File: config.mk
export PLATFORM = sky130hd
export DESIGN_NAME = binary_quiz_game_core
export DESIGN_NICKNAME = d
export VERILOG_FILES = /design/src/rtl/binary_quiz_game_core.sv
export SDC_FILE = /design/constraint.sdc
export NUM_CORES = 1
export LEC_CHECK = 0
export CAP_MARGIN = 10
export CORE_ASPECT_RATIO = 0.75
export CORE_MARGIN = 1.5
export CORE_UTILIZATION = 55
export CTS_CLUSTER_DIAMETER = 100
export DETAILED_ROUTE_END_ITERATION = 6
export PLACE_DENSITY = 0.81
export SYNTH_ARGS = -nofsm -noshare
export SYNTH_HDL_FRONTEND = slang
export SYNTH_SLANG_ARGS = --single-unit
File: constraint.sdc
create_clock -name clk -period 5.6 [get_ports clk]
set_input_delay 0.56 -clock clk [delete_from_list [all_inputs] [get_ports clk]]
set_output_delay 0.56 -clock clk [all_outputs]
set_load 0.05 [all_outputs]
File: src/rtl/binary_quiz_game_core.sv
// Fixed-length DIP-switch quiz: draw a target from the RNG, wait for a debounced match, keep score.
// Optional round timeout is enabled by defining TIMEOUT_EN.
module binary_quiz_game_core #(
  parameter int unsigned      WIDTH          = 8,
  parameter int unsigned      ROUNDS         = 10,
  parameter logic [WIDTH-1:0] START_CODE     = WIDTH'(1),
  parameter int unsigned      SETTLE_CYCLES  = 4,
  parameter int unsigned      TIMEOUT_CYCLES = 1000,
  localparam int unsigned     CNT_W          = $clog2(ROUNDS + 1)
) (
  input  logic             clk,
  input  logic             rst_n,
  input  logic [WIDTH-1:0] user_in,
  output logic             rng_req,
  input  logic [WIDTH-1:0] rng_value,
  output logic [WIDTH-1:0] target,
  output logic             target_valid,
  output logic             hit,
  output logic             miss,
  output logic [CNT_W-1:0] score,
  output logic [CNT_W-1:0] round_idx,
  output logic             game_active,
  output logic             game_over
);

  // One width serves both PLAY-phase counters (settle and timeout).
  localparam int unsigned PlayMax = (SETTLE_CYCLES > TIMEOUT_CYCLES) ? SETTLE_CYCLES
                                                                    : TIMEOUT_CYCLES;
  localparam int unsigned PlayW   = $clog2(PlayMax + 1);

  localparam logic [PlayW-1:0] SettleMax = PlayW'(SETTLE_CYCLES);
  localparam logic [CNT_W-1:0] RoundsMax = CNT_W'(ROUNDS);

  typedef enum logic [2:0] {
    StIdle,
    StDraw,
    StLoad,
    StPlay,
    StHit,
    StMiss,
    StDone
  } state_e;

  state_e           state_q, state_d;
  logic [PlayW-1:0] settle_q, settle_d;
  logic [WIDTH-1:0] target_q, target_d;
  logic             target_valid_q, target_valid_d;
  logic [CNT_W-1:0] score_q, score_d;
  logic [CNT_W-1:0] round_q, round_d;
  logic             rng_req_q, rng_req_d;
  logic             hit_q, hit_d;
  logic             active_q, active_d;
  logic             over_q, over_d;

  logic [CNT_W-1:0] score_inc, round_inc;
  logic [PlayW-1:0] settle_inc;
  logic             match;

`ifdef TIMEOUT_EN
  localparam logic [PlayW-1:0] TimeoutMax = PlayW'(TIMEOUT_CYCLES);
  logic [PlayW-1:0] timer_q, timer_d;
  logic [PlayW-1:0] timer_inc;
  logic             miss_q, miss_d;
  assign timer_inc = timer_q + PlayW'(1);
`endif

  assign score_inc  = (score_q == RoundsMax) ? score_q : score_q + CNT_W'(1);
  assign round_inc  = (round_q == RoundsMax) ? round_q : round_q + CNT_W'(1);
  assign settle_inc = settle_q + PlayW'(1);
  assign match      = (user_in == target_q);

  always_comb begin
    state_d        = state_q;
    settle_d       = settle_q;
    target_d       = target_q;
    target_valid_d = target_valid_q;
    score_d        = score_q;
    round_d        = round_q;
`ifdef TIMEOUT_EN
    timer_d        = timer_q;
`endif

    case (state_q)
      StIdle: begin
        score_d        = '0;
        round_d        = '0;
        target_valid_d = 1'b0;
        if (user_in == START_CODE) state_d = StDraw;
      end
      StDraw: state_d = StLoad;
      StLoad: begin
        // Zero or an already-matching value would give a free hit; draw again.
        if (rng_value == '0 || rng_value == user_in) begin
          state_d = StDraw;
        end else begin
          target_d       = rng_value;
          target_valid_d = 1'b1;
          settle_d       = '0;
`ifdef TIMEOUT_EN
          timer_d        = '0;
`endif
          state_d        = StPlay;
        end
      end
      StPlay: begin
        settle_d = match ? settle_inc : '0;
`ifdef TIMEOUT_EN
        timer_d  = timer_inc;
`endif
        if (match && settle_inc == SettleMax) begin
          state_d        = StHit;
          score_d        = score_inc;
          round_d        = round_inc;
          target_valid_d = 1'b0;
        end
`ifdef TIMEOUT_EN
        else if (timer_inc == TimeoutMax) begin
          state_d        = StMiss;
          round_d        = round_inc;
          target_valid_d = 1'b0;
        end
`endif
      end
      StHit, StMiss: state_d = (round_q == RoundsMax) ? StDone : StDraw;
      StDone: begin
        if (user_in == '0) begin
          state_d = StIdle;
          score_d = '0;
          round_d = '0;
        end
      end
      default: state_d = StIdle;
    endcase

    // Outputs are registered from the next state so they line up with it.
    rng_req_d = (state_d == StDraw);
    hit_d     = (state_d == StHit);
    active_d  = (state_d != StIdle) && (state_d != StDone);
    over_d    = (state_d == StDone);
`ifdef TIMEOUT_EN
    miss_d    = (state_d == StMiss);
`endif
  end

  always_ff @(posedge clk) begin
    if (!rst_n) begin
      state_q        <= StIdle;
      settle_q       <= '0;
      target_q       <= '0;
      target_valid_q <= 1'b0;
      score_q        <= '0;
      round_q        <= '0;
      rng_req_q      <= 1'b0;
      hit_q          <= 1'b0;
      active_q       <= 1'b0;
      over_q         <= 1'b0;
`ifdef TIMEOUT_EN
      timer_q        <= '0;
      miss_q         <= 1'b0;
`endif
    end else begin
      state_q        <= state_d;
      settle_q       <= settle_d;
      target_q       <= target_d;
      target_valid_q <= target_valid_d;
      score_q        <= score_d;
      round_q        <= round_d;
      rng_req_q      <= rng_req_d;
      hit_q          <= hit_d;
      active_q       <= active_d;
      over_q         <= over_d;
`ifdef TIMEOUT_EN
      timer_q        <= timer_d;
      miss_q         <= miss_d;
`endif
    end
  end

  assign rng_req      = rng_req_q;
  assign target       = target_q;
  assign target_valid = target_valid_q;
  assign hit          = hit_q;
  assign score        = score_q;
  assign round_idx    = round_q;
  assign game_active  = active_q;
  assign game_over    = over_q;
`ifdef TIMEOUT_EN
  assign miss         = miss_q;
`else
  assign miss         = 1'b0;
`endif

endmodule

After elaboration in Yosys (flattened, before gate mapping). Cells that the tools add are included.

Bits of input ports: 18. Flip-flop bits (word level): 34. Word-level logic and storage cells: 70.

Reduce and logical (&&, ||, !) cells: 16. Equal/unequal tests: 21. Bitwise logic cells: 1. Add/subtract/negate cells: 3. Mux-type cells: 19.

Operators by type and width (count): case mux 4 bit (3 select lines) (2); 2-to-1 mux 10 bit (2); 2-to-1 mux 4 bit (5); case mux 10 bit (2 select lines) (1); case mux 3 bit (6 select lines) (1); == test 8 bit (2); zero test 8 bit (2); == test 3 bit, second input constant (5); 2-to-1 mux 3 bit (4); adder 10 x 1 -> 10 bit, second input constant (1); == test 10 x 3 -> 1 bit, second input constant (1); != test 2 bit, second input constant (5); nonzero test 3 bit (3); adder 4 x 1 -> 4 bit, second input constant (2); == test 4 bit, second input constant (2); == test 8 x 1 -> 1 bit, second input constant (1); AND reduction 4 bit (2); == test 3 x 1 -> 1 bit, second input constant (2); == test 3 x 2 -> 1 bit, second input constant (2); AND reduction 2 bit (2); zero test 3 bit (1); != test 3 bit, second input constant (1); case mux 1 bit (3 select lines) (1); AND reduction 3 bit (1); 7 further kinds (9).

Logic depth before layout (Yosys ltp). Gate-level depths: netlist of the first run.

Depth in word-level cells: 7. Gate-level depth with buffers: 8. Mapped depth without buffers: 7.

Worst setup path before layout of the first run. Ideal clock, no wire load.

Path kind: input to register. Start point: input port user_in[4]. End point: register round_q[3], in the netlist round_idx[3]. Arrival: 2.135 ns. Path slack: 3.397 ns. Stages: 7. Library setup time: 0.067 ns. Cells stage by stage: or4_4 -> nor3_2 -> a31o_1 -> buf_6 -> nand4_1 -> a2111o_1 -> o21ai_2.

Longest elaborated chain between the ends: 4. Elaborated cells on any way between the ends: 6. Classes of those cells: 3 x eq/ne; 3 x reduce/logical.

Ends and longest elaborated chain: start: declaration (line 13) `input logic [WIDTH-1:0] user_in,`; == test 8 bit (line 70) `assign match = (user_in == target_q);`; logical AND 1 bit (line 110) `if (match && settle_inc == SettleMax) begin`; != test 2 bit (no source line); AND reduction 4 bit (no source line) *; end signal: assignment (line 167) `round_q <= round_d;`; end: declaration (line 49) `logic [CNT_W-1:0] round_q, round_d;`.

Every way passes the cells marked *; elsewhere a longest branch is shown, timed or not. A chain may end at the register's enable or synchronous reset.

Worst setup path in the final report of the first run.
Start point: input port user_in[4]. End point: register round_q[2], in the netlist round_idx[2].

Same word-level chain as after synthesis.

==> reports/results.ini, run 1 <==
[logic_synthesis]
async_reset_ff_frac = 0
netlist_top_cells_area = dfxtp_1 (33%), a21oi_1 (5.9%), mux2i_1 (4.9%)
synth_ff_type = dfxtp_1
synth.avg_cell_area_um2 = 8.32
yosysMostFrequentCell = dfxtp_1
synth_commonest_cells = dfxtp_1 (34), a21oi_1 (24), nor2_1 (22)
yosysTopAreaCell = dfxtp_1
synth.top_cell.area_share = 0.334
postSynthNetCount = 269
yosysWarnings = 0
synth_edf_count = 0
syn_inst = 245
ys_seq_elements = 34
synth.cell_area_um2 = 2040
ys_types = 55
ys_seq_area_frac = 0.334

[layout]
synthToLayoutAreaGrowth_pct = 23.6
drive_gt1_frac = 0.0686
n_antenna_cell = 0
post-route-util = 0.736
nFillCells = 273
nNetsFinal = 301

[critical_path]
slowest_stage = or4_4
cp.required_ns = 5.82
critPathMaxStageDelay_ns = 0.58
worstSetupPathType = in -> reg
cp_max_fo = 10
worstPathArrival_ns = 2.87
critPathBufInv = 1
worstPathCellList = clkdlybuf4s50_1, or4_4, nor3_2, a31o_1, nand3_1, a2111o_1, o21ai_1
critPathTopFamily = simple AND/OR/NAND/NOR gates
start_kind = primary input
cp-end-kind = flop

[clocking]
cts-root-buf = clkbuf_8
post-cts-setup-buffer-count = 0
cts_resized = 0
worstSkewPairLatency_ns = 0.29
cts_buffer_depth = 2
cts_buffers = 5
ctsHoldBuffers = 0
cts_num_sinks = 34
htreeDepth = 2
clkSlewWorstSetupHoldPaths_ns = 0.07
cts_tree = yes

[place]
gp_congestion = 0.851
dp_hpwl_um = 3300
io_buffer_count = 38

[global_routing]
grt_first_pass_wirelength_um = 8060
grt_use_met2 = 0.352
gr-usage-met3 = 0.0779
grt_pass1_vias = 1704
grt_start_max_net_pins = 25
grt_overflow_total = 0
grt.busiest_layer = met1
gr-usage-met1 = 0.359
grt_usage = 0.250
antenna_found_initial = 0

[pwr]
p_total_mw = 0.515
leakage_nw = 0.868
vdd.ir_drop.worst_v = 0.000170
power_per_cell_area_nw_per_um2 = 204

[drt]
dr.pass1.iters = 4
vias = 1912
ant_nets = 0
drt-total-wl_um = 4800
routedWlPerCell_um = 14.7
viasPerCell = 5.85
drc = 0
drtIter0Drc = 122

[run]
cap_violations = 0

[sta]
setup_viol = 0
fin_skew_ns = 0.0129
drv_slew = 0
fmax_ghz = 0.377
rsz0062_at_grt = false
finalCritPeriodShare = 0.473
layout_min_cycle_time_ns = 2.65
hold_viol = 0
finalSetupTns_ns = 0
relSlewSlack = 0.480
worst_pin_slew_ns = 0.778

[die]
io_pins = 40
dieWidth_um = 73.3
start_util = 0.595
dieArea_um2 = 4080
fp-row-count = 18
die_h_um = 55.7
core-area_um2 = 3420

[min_path]
hp-class = reg -> reg

[run_status]
status = completed

-- final cells by class --
| class | instances | area (um2) | share of cell area |
|---|---|---|---|
| Clock buffer | 6 | 82.6 | 0.0328 |
| Clock inverter | 1 | 30.0 | 0.0119 |
| Inverter | 9 | 33.8 | 0.0134 |
| Multi-Input combinational cell | 189 | 1250 | 0.496 |
| Sequential cell | 34 | 681 | 0.270 |
| Tap cell | 50 | 62.6 | 0.0248 |
| Timing Repair Buffer | 38 | 380 | 0.151 |
-- through the flow --
stage                     cells  setup slack (ns)  hold slack [ns]  area (um2)
after floorplan             245              3.40            0.477        2040
after global placement      320              2.78            0.480        2410
after detailed placement    320              2.71            0.487        2410
after CTS                   327              2.96            0.497        2520
after global routing        327              2.77            0.522        2520
final                       327              2.95            0.499        2520
-- logic make-up after synthesis --
group,Yosys count,share of synthesized area
flip-flops,34,0.334
XOR/XNOR,16,0.0688
AND/OR/NAND/NOR,96,0.258
other,1,0.00184
AO/OA/AOI/OAI,59,0.193
adder cells (fa/ha/maj),6,0.0368
buffers and inverters,22,0.0528
multiplexers,11,0.0546
-- per-layer routing --
metal	vias to the layer above	share of wire	wire (um)
met5	-	0	0
met2	64	0.42	2030
met4	0	0.013	60
met1	892	0.50	2400
li1	951	-	-
met3	5	0.066	316
-- cells in the final DEF (no fill, tap or decap), types with 8 or more instances in the layout --
master,instances
a21oi_1,24
clkdlybuf4s50_1,38
dfxtp_1,34
inv_1,9
mux2i_1,10
nand2_1,18
nand3_1,8
nor2_1,22
xnor2_1,8
xor2_1,8
-- report_power, final --
part / internal (mW) / switching, mW
Combinational: 0.0180 / 0.0192
Sequential: 0.242 / 0.000504
Clock: 0.142 / 0.0927
-- final timing paths --
path | startpoint | endpoint | slack (ns) | cells past startpoint
worst max-delay path | user_in[4] | round_idx[2]$_SDFFE_PN0P_ | 2.95 | 7
worst max register to register | settle_q[0]$_SDFFE_PN0P_ | rng_req$_SDFF_PN0_ | 3.05 | 7
worst min-delay path | score[3]$_SDFFE_PN0P_ | score[3]$_SDFFE_PN0P_ | 0.50 | 2
worst min register to register | score[3]$_SDFFE_PN0P_ | score[3]$_SDFFE_PN0P_ | 0.50 | 2
-- worst register-to-register path: stages (launching register included) --
cell and delay (ns):
dfxtp_1 0.42, ha_1 0.29, inv_1 0.11, nor3_2 0.26
mux2_2 0.38, o211ai_2 0.52, a21oi_1 0.22, and4_1 0.24
-- sequential cells by signal (all words and copies together), names as in the netlist --
signal	cells
rng_req	1
settle_q	10
state_q	3
game_over	1
hit	1
score	4
round_idx	4
target_valid	1
target	8
game_active	1
No activity file was read; power rests on OpenSTA's default activity.
==> run 2: changes to the inputs <==
--- a/config.mk
+++ b/config.mk
@@ -8,10 +8,10 @@
 export CAP_MARGIN = 10
 export CORE_ASPECT_RATIO = 0.75
 export CORE_MARGIN = 1.5
-export CORE_UTILIZATION = 55
+export CORE_UTILIZATION = 47
 export CTS_CLUSTER_DIAMETER = 100
 export DETAILED_ROUTE_END_ITERATION = 6
-export PLACE_DENSITY = 0.81
+export PLACE_DENSITY = 0.74
 export SYNTH_ARGS = -nofsm -noshare
 export SYNTH_HDL_FRONTEND = slang
 export SYNTH_SLANG_ARGS = --single-unit
==> constraint.sdc (replaced) <==
create_clock -name clk -period 2.4 [get_ports clk]
set_input_delay 0.24 -clock clk [delete_from_list [all_inputs] [get_ports clk]]
set_output_delay 0.24 -clock clk [all_outputs]
set_load 0.05 [all_outputs]
==> reports/results.ini, run 2 (synthesis results as in run 1) <==
[clocking]
worstSkewPairLatency_ns = 0.29
cts_buffers = 5
cts_num_sinks = 34
cts_buffer_depth = 2
cts_tree = yes
clkSlewWorstSetupHoldPaths_ns = 0.07
post-cts-setup-buffer-count = 0
ctsHoldBuffers = 0
cts-root-buf = clkbuf_8
htreeDepth = 2

[sta]
finalSetupTns_ns = 0
worst_pin_slew_ns = 0.660
setup_ws_ns = 0.161
fmax_ghz = 0.447
hold_viol = 0
setup_viol = 0
drv_slew = 0
finalCritPeriodShare = 0.933
rsz0062_at_grt = false
layout_min_cycle_time_ns = 2.24
relSlewSlack = 0.560
fin_skew_ns = 0.00540

[layout]
drive_gt1_frac = 0.139
layout_commonest_cell = clkdlybuf4s50_1
n_antenna_cell = 0
stdcell_area_um2 = 2660
instances_no_fill = 350
post-route-util = 0.648
top_register = settle_q
mostFrequentLayoutCells = clkdlybuf4s50_1 (38), dfxtp_1 (32), a21oi_1 (23)
synthToLayoutAreaGrowth_pct = 30.4
largest_reg_flops = 10
nNetsFinal = 318

[drt]
dr.pass1.iters = 4
drtIter0Drc = 139
wirelength_met1_um = 2540
drt-total-wl_um = 4920
top_layer_used = met4
wl_met2_um = 2080
wl_met3_um = 247
routedWlPerCell_um = 14.1
viasPerCell = 5.56
ant_nets = 0
vias = 1946
drc = 0

[critical_path]
cp.required_ns = 2.61
worstPathArrival_ns = 2.45
cp-end-kind = flop
worstSetupPathType = reg -> reg
cp_max_fo = 14
r2r_setup_slack_ns = 0.16
start_kind = flop
r2r-start = settle_q[1]$_SDFFE_PN0P_
reg2regPathDepth = 8
r2r_end = round_idx[0]$_SDFFE_PN0P_

[run_status]
status = completed

[global_routing]
antenna_found_initial = 0
grt_start_max_net_pins = 23
grt_usage = 0.223
grt_pass1_vias = 1774
grt_overflow_total = 0
grt_first_pass_wirelength_um = 8150

[run]
cap_violations = 0

[die]
dieArea_um2 = 4740
start_util = 0.497
io_pins = 40
core-area_um2 = 4100
dieWidth_um = 79.0
fp-row-count = 20
die_h_um = 60.0

[min_path]
hold_end = score[3]$_SDFFE_PN0P_
hp-class = reg -> reg
hp-start = score[3]$_SDFFE_PN0P_
min_delay_path_depth = 2

[place]
gp_congestion = 0.862
place_inst = 342
post_dp_cell_area_um2 = 2550
place_ws_ns = -0.0924
io_buffer_count = 38
dp_hpwl_um = 3650

[pwr]
vdd.ir_drop.worst_v = 0.000246
power_per_cell_area_nw_per_um2 = 413
leakage_nw = 0.941

-- run 2: cell count changes in the layout (fill, tap and decap cells not counted), sizes merged --
cell,previous run,this run
bufinv,1,0
clkinv,0,1
buf,0,17
clkbuf,6,7
-- run 2: worst max-delay path: stages, from the launching register on --
cell and delay (ns):
dfxtp_1 0.40, ha_2 0.27, inv_1 0.09, nor3_2 0.26, mux2_2 0.40, o211ai_2 0.16, buf_4 0.21, a21o_1 0.19
mux2i_1 0.19
-- run 2: worst max-delay path by stage --
stage                                           end  slack [ns]                      from  depth (start not counted)
after CTS                 round_idx[1]$_SDFFE_PN0P_        0.06  settle_q[0]$_SDFFE_PN0P_                          8
after detailed placement      score[1]$_SDFFE_PN0P_       -0.09                user_in[4]                          8
after global routing      round_idx[0]$_SDFFE_PN0P_       0.003  settle_q[1]$_SDFFE_PN0P_                          8
after global placement    round_idx[3]$_SDFFE_PN0P_      -0.007                user_in[4]                          8
after floorplan           round_idx[3]$_SDFFE_PN0P_        0.33  settle_q[0]$_SDFFE_PN0P_                          8
final                     round_idx[0]$_SDFFE_PN0P_        0.16  settle_q[1]$_SDFFE_PN0P_                          8
-- run 2: area by class of cell --
class,count,area [um2]
clock buffers,7,86.3
clock inverters,1,5.00
fillers,388,1450
inverters,9,33.8
multi-input cells,189,1260
flip-flops and latches,34,683
well taps,55,68.8
repair buffers,55,520
-- run 2: stage by stage --
stage	power [mW]	hold WS, ns
after global routing	1.15	0.515
after floorplan	0.619	0.359
after detailed placement	0.674	0.484
final	1.10	0.496
after global placement	0.673	0.482
after CTS	1.11	0.494
-- run 2: layer usage --
layer	GRT usage	up-vias
li1	-	991
met1	0.311	896
met2	0.342	52
met3	0.0504	7
met4	0.0752	0
met5	0	-
-- run 2: what timing repair did --
action / CTS / global route
hold endpoints to repair: 0 / 0
resized for setup: 0 / 5
endpoints found under the setup margin: 0 / 11
-- run 2: where the power goes --
part	internal [mW]	switching (mW)	total, mW
logic	0.0488	0.0462	0.0949
clock network	0.231	0.206	0.438
registers	0.565	0.00120	0.566
